[src/rtl/rambus_pkg.sv]
// Shared types and default constants for the RamBus (APB-style) master.
package rambus_pkg;

    localparam int unsigned DEF_ADDR_W         = 14;
    localparam int unsigned DEF_DATA_W         = 32;
    localparam int unsigned DEF_TIMEOUT_CYCLES = 255;

    typedef enum logic [1:0] {
        ST_IDLE   = 2'd0,
        ST_SETUP  = 2'd1,
        ST_ACCESS = 2'd2,
        ST_RESP   = 2'd3
    } state_e;

endpackage

[src/rtl/rambus_master_if.sv]
// Command/response handshake plus RamBus slave signals, bundled for the master.
interface rambus_master_if #(
    parameter int unsigned ADDR_W = 14,
    parameter int unsigned DATA_W = 32
) ();

    logic              CmdValid;
    logic              CmdReady;
    logic              CmdWrnRd;
    logic [ADDR_W-1:0] CmdAddress;
    logic [DATA_W-1:0] CmdData;
    logic              RspValid;
    logic [DATA_W-1:0] RspData;
    logic              RspErr;
    logic              RamBusnCs;
    logic              RamBusWrnRd;
    logic              RamBusLatch;
    logic [ADDR_W-1:0] RamBusAddress;
    logic [DATA_W-1:0] RamBusDataOut;
    logic [DATA_W-1:0] RamBusDataIn;
    logic              RamBusAck;

    // View of the master block itself.
    modport master (
        input  CmdValid, CmdWrnRd, CmdAddress, CmdData, RamBusDataIn, RamBusAck,
        output CmdReady, RspValid, RspData, RspErr,
               RamBusnCs, RamBusWrnRd, RamBusLatch, RamBusAddress, RamBusDataOut
    );

    // View of whatever drives commands and plays the slave.
    modport slave (
        output CmdValid, CmdWrnRd, CmdAddress, CmdData, RamBusDataIn, RamBusAck,
        input  CmdReady, RspValid, RspData, RspErr,
               RamBusnCs, RamBusWrnRd, RamBusLatch, RamBusAddress, RamBusDataOut
    );

endinterface

[src/rtl/rambus_timeout_counter.sv]
// ACCESS-phase cycle counter; expire is high in the cycle that would make the
// count reach TIMEOUT_CYCLES, so the master leaves after TIMEOUT_CYCLES cycles.
module rambus_timeout_counter
    import rambus_pkg::*;
#(
    parameter int unsigned TIMEOUT_CYCLES = DEF_TIMEOUT_CYCLES
) (
    input  logic clk,
    input  logic rst_n,
    input  logic clear,
    input  logic en,
    output logic expire
);

    localparam int unsigned CNT_W = $clog2(TIMEOUT_CYCLES + 1);

    logic [CNT_W-1:0] cnt_q, cnt_d;

    // Clear loads zero; otherwise count while enabled, saturating at expiry.
    always_comb begin
        expire = en && (cnt_q == CNT_W'(TIMEOUT_CYCLES - 1));
        cnt_d  = cnt_q;
        if (clear) begin
            cnt_d = '0;
        end else if (en && !expire) begin
            cnt_d = cnt_q + 1'b1;
        end
    end

    // Counter register with synchronous reset.
    always_ff @(posedge clk) begin
        if (!rst_n) cnt_q <= '0;
        else        cnt_q <= cnt_d;
    end

endmodule

[src/rtl/rambus_master.sv]
// RamBus master: one command at a time through IDLE -> SETUP -> ACCESS -> RESP.
// Optional ACCESS timeout is built when RAMBUS_MASTER_TIMEOUT_EN is defined.
module rambus_master
    import rambus_pkg::*;
#(
    parameter int unsigned ADDR_W         = DEF_ADDR_W,
    parameter int unsigned DATA_W         = DEF_DATA_W,
    parameter int unsigned TIMEOUT_CYCLES = DEF_TIMEOUT_CYCLES
) (
    input  logic clk,
    input  logic rst_n,
    rambus_master_if.master bus
);

    if (TIMEOUT_CYCLES == 0) begin : g_bad_timeout
        $error("rambus_master: TIMEOUT_CYCLES must be at least 1");
    end

    state_e            state_q, state_d;
    logic              cs_q, cs_d;
    logic              latch_q, latch_d;
    logic              wr_q, wr_d;
    logic [ADDR_W-1:0] addr_q, addr_d;
    logic [DATA_W-1:0] dout_q, dout_d;
    logic              rsp_valid_q, rsp_valid_d;
    logic [DATA_W-1:0] rsp_data_q, rsp_data_d;

`ifdef RAMBUS_MASTER_TIMEOUT_EN
    logic rsp_err_q, rsp_err_d;
    logic expire;

    rambus_timeout_counter #(
        .TIMEOUT_CYCLES (TIMEOUT_CYCLES)
    ) u_timeout (
        .clk    (clk),
        .rst_n  (rst_n),
        .clear  (state_q != ST_ACCESS),
        .en     (state_q == ST_ACCESS),
        .expire (expire)
    );
`endif

    // Next state, registered command and response capture.
    always_comb begin
        // NOTE: every variable gets a default first so no path can infer a latch.
        state_d    = state_q;
        wr_d       = wr_q;
        addr_d     = addr_q;
        dout_d     = dout_q;
        rsp_data_d = rsp_data_q;
`ifdef RAMBUS_MASTER_TIMEOUT_EN
        rsp_err_d  = rsp_err_q;
`endif
        case (state_q)
            ST_IDLE: begin
                if (bus.CmdValid) begin
                    state_d = ST_SETUP;
                    wr_d    = bus.CmdWrnRd;
                    addr_d  = bus.CmdAddress;
                    dout_d  = bus.CmdData;
                end
            end
            ST_SETUP: state_d = ST_ACCESS;
            ST_ACCESS: begin
                // Ack has priority over a timeout landing in the same cycle.
                if (bus.RamBusAck) begin
                    state_d    = ST_RESP;
                    rsp_data_d = wr_q ? '0 : bus.RamBusDataIn;
`ifdef RAMBUS_MASTER_TIMEOUT_EN
                    rsp_err_d  = 1'b0;
                end else if (expire) begin
                    state_d    = ST_RESP;
                    rsp_data_d = '0;
                    rsp_err_d  = 1'b1;
`endif
                end
            end
            ST_RESP: state_d = ST_IDLE;
            default: state_d = ST_IDLE;
        endcase
        // Bus strobes are registered from the next state so they line up with it.
        cs_d        = (state_d == ST_SETUP) || (state_d == ST_ACCESS);
        latch_d     = (state_d == ST_ACCESS);
        rsp_valid_d = (state_d == ST_RESP);
    end

    // State and output registers with synchronous active-low reset.
    always_ff @(posedge clk) begin
        // NOTE: sequential state uses non-blocking assignments only.
        if (!rst_n) begin
            state_q     <= ST_IDLE;
            cs_q        <= 1'b0;
            latch_q     <= 1'b0;
            wr_q        <= 1'b0;
            addr_q      <= '0;
            dout_q      <= '0;
            rsp_valid_q <= 1'b0;
            rsp_data_q  <= '0;
`ifdef RAMBUS_MASTER_TIMEOUT_EN
            rsp_err_q   <= 1'b0;
`endif
        end else begin
            state_q     <= state_d;
            cs_q        <= cs_d;
            latch_q     <= latch_d;
            wr_q        <= wr_d;
            addr_q      <= addr_d;
            dout_q      <= dout_d;
            rsp_valid_q <= rsp_valid_d;
            rsp_data_q  <= rsp_data_d;
`ifdef RAMBUS_MASTER_TIMEOUT_EN
            rsp_err_q   <= rsp_err_d;
`endif
        end
    end

    assign bus.CmdReady      = (state_q == ST_IDLE);
    assign bus.RspValid      = rsp_valid_q;
    assign bus.RspData       = rsp_data_q;
    assign bus.RamBusnCs     = cs_q;
    assign bus.RamBusLatch   = latch_q;
    assign bus.RamBusWrnRd   = wr_q;
    assign bus.RamBusAddress = addr_q;
    assign bus.RamBusDataOut = dout_q;
`ifdef RAMBUS_MASTER_TIMEOUT_EN
    assign bus.RspErr        = rsp_err_q;
`else
    assign bus.RspErr        = 1'b0;
`endif

endmodule

[src/flat_wrapper.sv]
// flat-port wrapper written by rule: the top's interface ports become plain ports
module rambus_master_flat import rambus_pkg::*;
#(
    parameter int unsigned ADDR_W         = DEF_ADDR_W,
    parameter int unsigned DATA_W         = DEF_DATA_W,
    parameter int unsigned TIMEOUT_CYCLES = DEF_TIMEOUT_CYCLES
)
  (clk, rst_n, bus_CmdValid, bus_CmdWrnRd, bus_CmdAddress, bus_CmdData, bus_RamBusDataIn, bus_RamBusAck, bus_CmdReady, bus_RspValid, bus_RspData, bus_RspErr, bus_RamBusnCs, bus_RamBusWrnRd, bus_RamBusLatch, bus_RamBusAddress, bus_RamBusDataOut);
  rambus_master_if #(.ADDR_W(ADDR_W), .DATA_W(DATA_W)) bus_i ();
  input  logic clk;
  input  logic rst_n;
  input wire logic [$bits(bus_i.CmdValid)-1:0] bus_CmdValid;
  input wire logic [$bits(bus_i.CmdWrnRd)-1:0] bus_CmdWrnRd;
  input wire logic [$bits(bus_i.CmdAddress)-1:0] bus_CmdAddress;
  input wire logic [$bits(bus_i.CmdData)-1:0] bus_CmdData;
  input wire logic [$bits(bus_i.RamBusDataIn)-1:0] bus_RamBusDataIn;
  input wire logic [$bits(bus_i.RamBusAck)-1:0] bus_RamBusAck;
  output wire logic [$bits(bus_i.CmdReady)-1:0] bus_CmdReady;
  output wire logic [$bits(bus_i.RspValid)-1:0] bus_RspValid;
  output wire logic [$bits(bus_i.RspData)-1:0] bus_RspData;
  output wire logic [$bits(bus_i.RspErr)-1:0] bus_RspErr;
  output wire logic [$bits(bus_i.RamBusnCs)-1:0] bus_RamBusnCs;
  output wire logic [$bits(bus_i.RamBusWrnRd)-1:0] bus_RamBusWrnRd;
  output wire logic [$bits(bus_i.RamBusLatch)-1:0] bus_RamBusLatch;
  output wire logic [$bits(bus_i.RamBusAddress)-1:0] bus_RamBusAddress;
  output wire logic [$bits(bus_i.RamBusDataOut)-1:0] bus_RamBusDataOut;
  assign bus_i.CmdValid = bus_CmdValid;
  assign bus_i.CmdWrnRd = bus_CmdWrnRd;
  assign bus_i.CmdAddress = bus_CmdAddress;
  assign bus_i.CmdData = bus_CmdData;
  assign bus_i.RamBusDataIn = bus_RamBusDataIn;
  assign bus_i.RamBusAck = bus_RamBusAck;
  assign bus_CmdReady = bus_i.CmdReady;
  assign bus_RspValid = bus_i.RspValid;
  assign bus_RspData = bus_i.RspData;
  assign bus_RspErr = bus_i.RspErr;
  assign bus_RamBusnCs = bus_i.RamBusnCs;
  assign bus_RamBusWrnRd = bus_i.RamBusWrnRd;
  assign bus_RamBusLatch = bus_i.RamBusLatch;
  assign bus_RamBusAddress = bus_i.RamBusAddress;
  assign bus_RamBusDataOut = bus_i.RamBusDataOut;
  rambus_master #(.ADDR_W(ADDR_W), .DATA_W(DATA_W), .TIMEOUT_CYCLES(TIMEOUT_CYCLES)) u_core (.clk(clk), .rst_n(rst_n), .bus(bus_i));
endmodule
[config.mk]
export PLATFORM = sky130hd
export DESIGN_NAME = rambus_master_flat
export DESIGN_NICKNAME = d
export VERILOG_FILES = /design/src/rtl/rambus_pkg.sv /design/src/rtl/rambus_master_if.sv /design/src/rtl/rambus_timeout_counter.sv /design/src/rtl/rambus_master.sv /design/src/flat_wrapper.sv
export SDC_FILE = /design/constraint.sdc
export NUM_CORES = 1
export LEC_CHECK = 0
export ABC_AREA = 1
export CAP_MARGIN = 10
export CORE_ASPECT_RATIO = 1.75
export CORE_MARGIN = 4
export CORE_UTILIZATION = 40
export CTS_CLUSTER_SIZE = 24
export DETAILED_ROUTE_END_ITERATION = 7
export GPL_TIMING_DRIVEN = 0
export PLACE_DENSITY = 0.87
export SETUP_SLACK_MARGIN = 0.15
export SLEW_MARGIN = 20
export SYNTH_ARGS = -nofsm -noshare
export SYNTH_HDL_FRONTEND = slang
export SYNTH_SLANG_ARGS = --single-unit
[constraint.sdc]
create_clock -name clk -period 1.7 [get_ports clk]
set_input_delay 0.34 -clock clk [delete_from_list [all_inputs] [get_ports clk]]
set_output_delay 0.34 -clock clk [all_outputs]
set_load 0.01 [all_outputs]
== Word-level counts from Yosys, hierarchy flattened ==
Cells that the tools add are included.

* Flip-flop bits (word level): 84
* Input port bits: 83

* Reduce and logical (&&, ||, !) cells: 4
* Eq/ne operators: 6
* Multiplexer cells: 4

{| class="wikitable"
|+ Operator list
! operator !! number
|-
| two-way mux 32 bit || 1
|-
| equality test 2 bit (second input constant) || 4
|-
| case mux 2 bit (4 select lines) || 1
|-
| equality test 2 x 1 -> 1 bit (second input constant) || 2
|-
| two-way mux 2 bit || 2
|-
| AND reduction 2 bit || 2
|-
| zero test 2 bit || 1
|-
| logical OR 1 bit || 1
|}

== Depth between registers and ports, before layout ==
* Word-level depth: 4
* Mapped depth: 10

== Worst setup path after synthesis ==
No wires, ideal clock.

* Path type: flip-flop to flip-flop
* From: register u_core.state_q[0]
* To: register u_core.cs_q (netlist: u_core.bus.RamBusnCs)
* Library setup time: 64 ps
* Period minus slack after synthesis: 1,310 ps
* Path slack: 390 ps
* Cell stages (with the launch flop): 9
* Data arrival time: 1,246 ps
* Data required time: 1,636 ps
* Cell sequence: dfxtp_1 -> inv_1 -> ha_1 -> nor2_1 -> nand2_1 -> nand2_1 -> inv_1 -> ha_1 -> nor2_1

* Word-level cells in the longest chain between the ends: 4
* Elaborated cells between the ends (all ways): 10

{| class="wikitable"
|+ RTL lines
! item !! line !! text
|-
| start: declaration || rambus_master.sv:19 || <nowiki>state_e state_q, state_d;</nowiki>
|-
| start signal: assignment || rambus_master.sv:103 || <nowiki>state_q <= state_d;</nowiki>
|-
| zero test 2 bit * || - ||
|-
| via bus_CmdReady || flat_wrapper.sv:18 || <nowiki>output wire logic [$bits(bus_i.CmdReady)-1:0] bus_CmdReady;</nowiki>
|-
| case mux 2 bit (4 select lines) * || rambus_master.sv:54 || <nowiki>case (state_q)</nowiki>
|-
| via u_core.state_d[0] || rambus_master.sv:19 ||
|-
| equality test 2 x 1 -> 1 bit or equality test 2 bit (tied branches) || rambus_master.sv:82 || <nowiki>cs_d = (state_d == ST_SETUP) || (state_d == ST_ACCESS);</nowiki>
|-
| logical OR 1 bit * || rambus_master.sv:82 ||
|-
| end signal: assignment || rambus_master.sv:104 || <nowiki>cs_q <= cs_d;</nowiki>
|-
| end: declaration || rambus_master.sv:20 || <nowiki>logic cs_q, cs_d;</nowiki>
|}

Mark *: on every way through the listed nets, which the timed path passes. The rest lies on a longest branch.
A chain may end at the register's enable or synchronous reset.

== Final worst setup path ==
* From: register u_core.rsp_data_q[9] (netlist: u_core.bus.RspData[9])
* To: output bus_RspData[9]

{| class="wikitable"
|+ RTL lines
! item !! line !! text
|-
| start: declaration || rambus_master.sv:26 || <nowiki>logic [DATA_W-1:0] rsp_data_q, rsp_data_d;</nowiki>
|-
| start signal: assignment || rambus_master.sv:110 || <nowiki>rsp_data_q <= rsp_data_d;</nowiki>
|-
| end: declaration || flat_wrapper.sv:20 || <nowiki>output wire logic [$bits(bus_i.RspData)-1:0] bus_RspData;</nowiki>
|}

No word-level cell between the ends.

==> results.py <==
metrics = {
    "synthesis": {
        "synth_top_area_share": 0.513,
        "ys_types": 17,
        "yosys.area.top_type": "dfxtp_1",
        "netlist_area_sq_um": 3280,
        "avgSynthCellArea_sq_um": 7.42,
        "synth_area_leaders": "dfxtp_1 51%, nor2_1 14%, nand2_1 8.1%",
        "netlist_instances": 442,
        "yosys_register_bits": 84,
        "syn-num-nets": 529,
        "ys_seq_area_frac": 0.513,
        "yosysWarnings": 0,
    },
    "detailed_routing": {
        "initialDrtViolationCount": 71,
        "viasPerCell": 4.63,
        "ant_nets": 0,
        "drc": 0,
        "dr.pass1.iters": 4,
        "wl_per_cell_um": 13.3,
        "routed_wl_um": 9490,
        "vias": 3293,
    },
    "pwr": {
        "powerDensity_nw_per_um2": 1100,
        "leakage_uw": 0.00283,
        "irDropWorstVdd_mv": 0.699,
    },
    "grt": {
        "grt_pass1_wl_um": 14800,
        "track_usage": 0.189,
        "grt_max_degree": 14,
        "grt.overflow.total": 0,
        "grt_pass1_vias": 3287,
        "antenna_found_initial": 0,
    },
    "timing": {
        "fmax_mhz": 659,
        "timing.final.crit_share": 0.893,
        "fin_skew_ns": 0.00653,
        "setup_tns_ns": 0,
        "setup_violations": 0,
        "maxSlewViolCount": 0,
        "final.min_clock_period_ns": 1.52,
        "rsz0062_at_grt": "false",
        "hold_violations": 0,
    },
    "floorplan": {
        "die_h_um": 128,
        "rows": 43,
        "fp.dieW_um": 76.5,
        "die-area_sq_um": 9770,
        "ios": 167,
        "core_sq_um": 7960,
        "start_util": 0.412,
    },
    "cts": {
        "clock_latency_ns": 0.33,
        "cts_sinks": 84,
        "clk_pin_slew_ns": 0.05,
        "htreeDepth": 3,
        "root_buffer": "clkbuf_16",
        "cts_tree": "done",
        "cts_setup_buffers": 0,
        "cts_buffers": 9,
        "cts.path.max_buffers": 2,
        "hold_buffers": 0,
        "post_cts_resized": 66,
    },
    "job": {
        "maxCapViolCount": 0,
    },
    "final_layout": {
        "layout_common_cells": "118 x nor2_1, 84 x dfxtp_1, 83 x clkdlybuf4s50_1",
        "drive_gt1_frac": 0.0884,
        "areaGrowthSynthToFinish_pct": 61.4,
        "final_nets": 704,
        "layout_commonest_cell": "nor2_1",
        "final_util": 0.665,
        "postLayoutCellArea_sq_um": 5290,
        "diodes": 0,
    },
    "placement": {
        "placed_cell_area_sq_um": 5030,
        "hpwl_um": 7310,
        "routabilityCongestion": 0.733,
        "portBuffers": 164,
    },
    "critical_path": {
        "slowest_stage": "clkdlybuf4s50_1",
        "worstSetupStartpointType": "flop",
        "critPathCaptureType": "output pin",
        "cpPeakStageDelay_ns": 0.53,
        "crit_chain": "clkdlybuf4s50_1",
        "cp_max_fo": 2,
        "critPathRequiredTime_ns": 1.36,
        "path_class": "flop to output pin",
        "timing.critical_path.buf_inv": 1,
        "crit_family": "buffers and inverters",
        "crit_arrival_ns": 1.18,
    },
    "min_path": {
        "hp-class": "primary input to flop",
    },
    "status": {
        "status": "completed",
    },
}
[cells by family after synthesis]
group	Yosys count	share of synthesized area
DFF	84	0.513
adders and majority gates	4	0.0153
other	1	0.00114
and+or+nand+nor	200	0.237
AOI/OAI and AO/OA	81	0.124
buffers and inverters	72	0.110
[through the flow]
| stage | setup WS [ns] | instances | power, uW | hold WS (ns) |
|---|---|---|---|---|
| after floorplan | 0.390 | 442 | 3220 | 0.485 |
| after global placement | 0.134 | 696 | 4040 | 0.461 |
| after detailed placement | 0.137 | 696 | 4090 | 0.472 |
| after CTS | 0.114 | 712 | 5920 | 0.358 |
| after global routing | 0.152 | 712 | 6140 | 0.364 |
| final | 0.182 | 712 | 5840 | 0.353 |
[worst paths after layout]
kind                                             from                                        end  slack (ns)  cells after the start
min                                             rst_n            u_core.bus.RamBusnCs$_SDFF_PN0_        0.35                      3
max                u_core.bus.RspData[9]$_SDFFE_PN0P_                             bus_RspData[9]        0.18                      1
min reg2reg  u_core.bus.RamBusAddress[3]$_SDFFE_PN0P_   u_core.bus.RamBusAddress[3]$_SDFFE_PN0P_        0.48                      2
max reg2reg              u_core.state_q[0]$_SDFF_PN0_  u_core.bus.RamBusAddress[11]$_SDFFE_PN0P_        0.32                      6
[flip-flops by register name, indices dropped and copies added (netlist names)]
signal                    cells
u_core.bus.RamBusWrnRd        1
u_core.bus.RamBusAddress     14
u_core.state_q                2
u_core.bus.RspData           32
u_core.bus.RamBusDataOut     32
u_core.bus.RamBusLatch        1
u_core.bus.RspValid           1
u_core.bus.RamBusnCs          1
[layout make-up]
class                           count  area [sq um]
Tap cell                           90           113
Multi-Input combinational cell    286          1240
Buffer                             29           200
Sequential cell                    84          1680
Clock inverter                      4          47.5
Timing Repair Buffer              164          1600
Clock buffer                       12           256
Fill cell                         680          2670
Inverter                           43           161
[where the power goes]
group	switching (uW)	internal (uW)	leakage, uW
sequential	123	2230	0.000691
combinational	785	747	0.00199
clock	740	1210	0.000149
total	1650	4190	0.00283
[Yosys cell counts (all sizes together)]
cell type,count
nor2,128
dfxtp,84
nand2,72
o21ai,48
inv,43
a21oi,33
buf,27
ha,4
clkbuf,2
conb,1
[metal layers]
layer | share of wire | GRT usage
met1 | 0.37 | 0.173
met2 | 0.54 | 0.366
met3 | 0.073 | 0.0710
met4 | 0.025 | 0.0790
met5 | 0 | 0
Note: power is estimated with default switching activity, not from simulation.
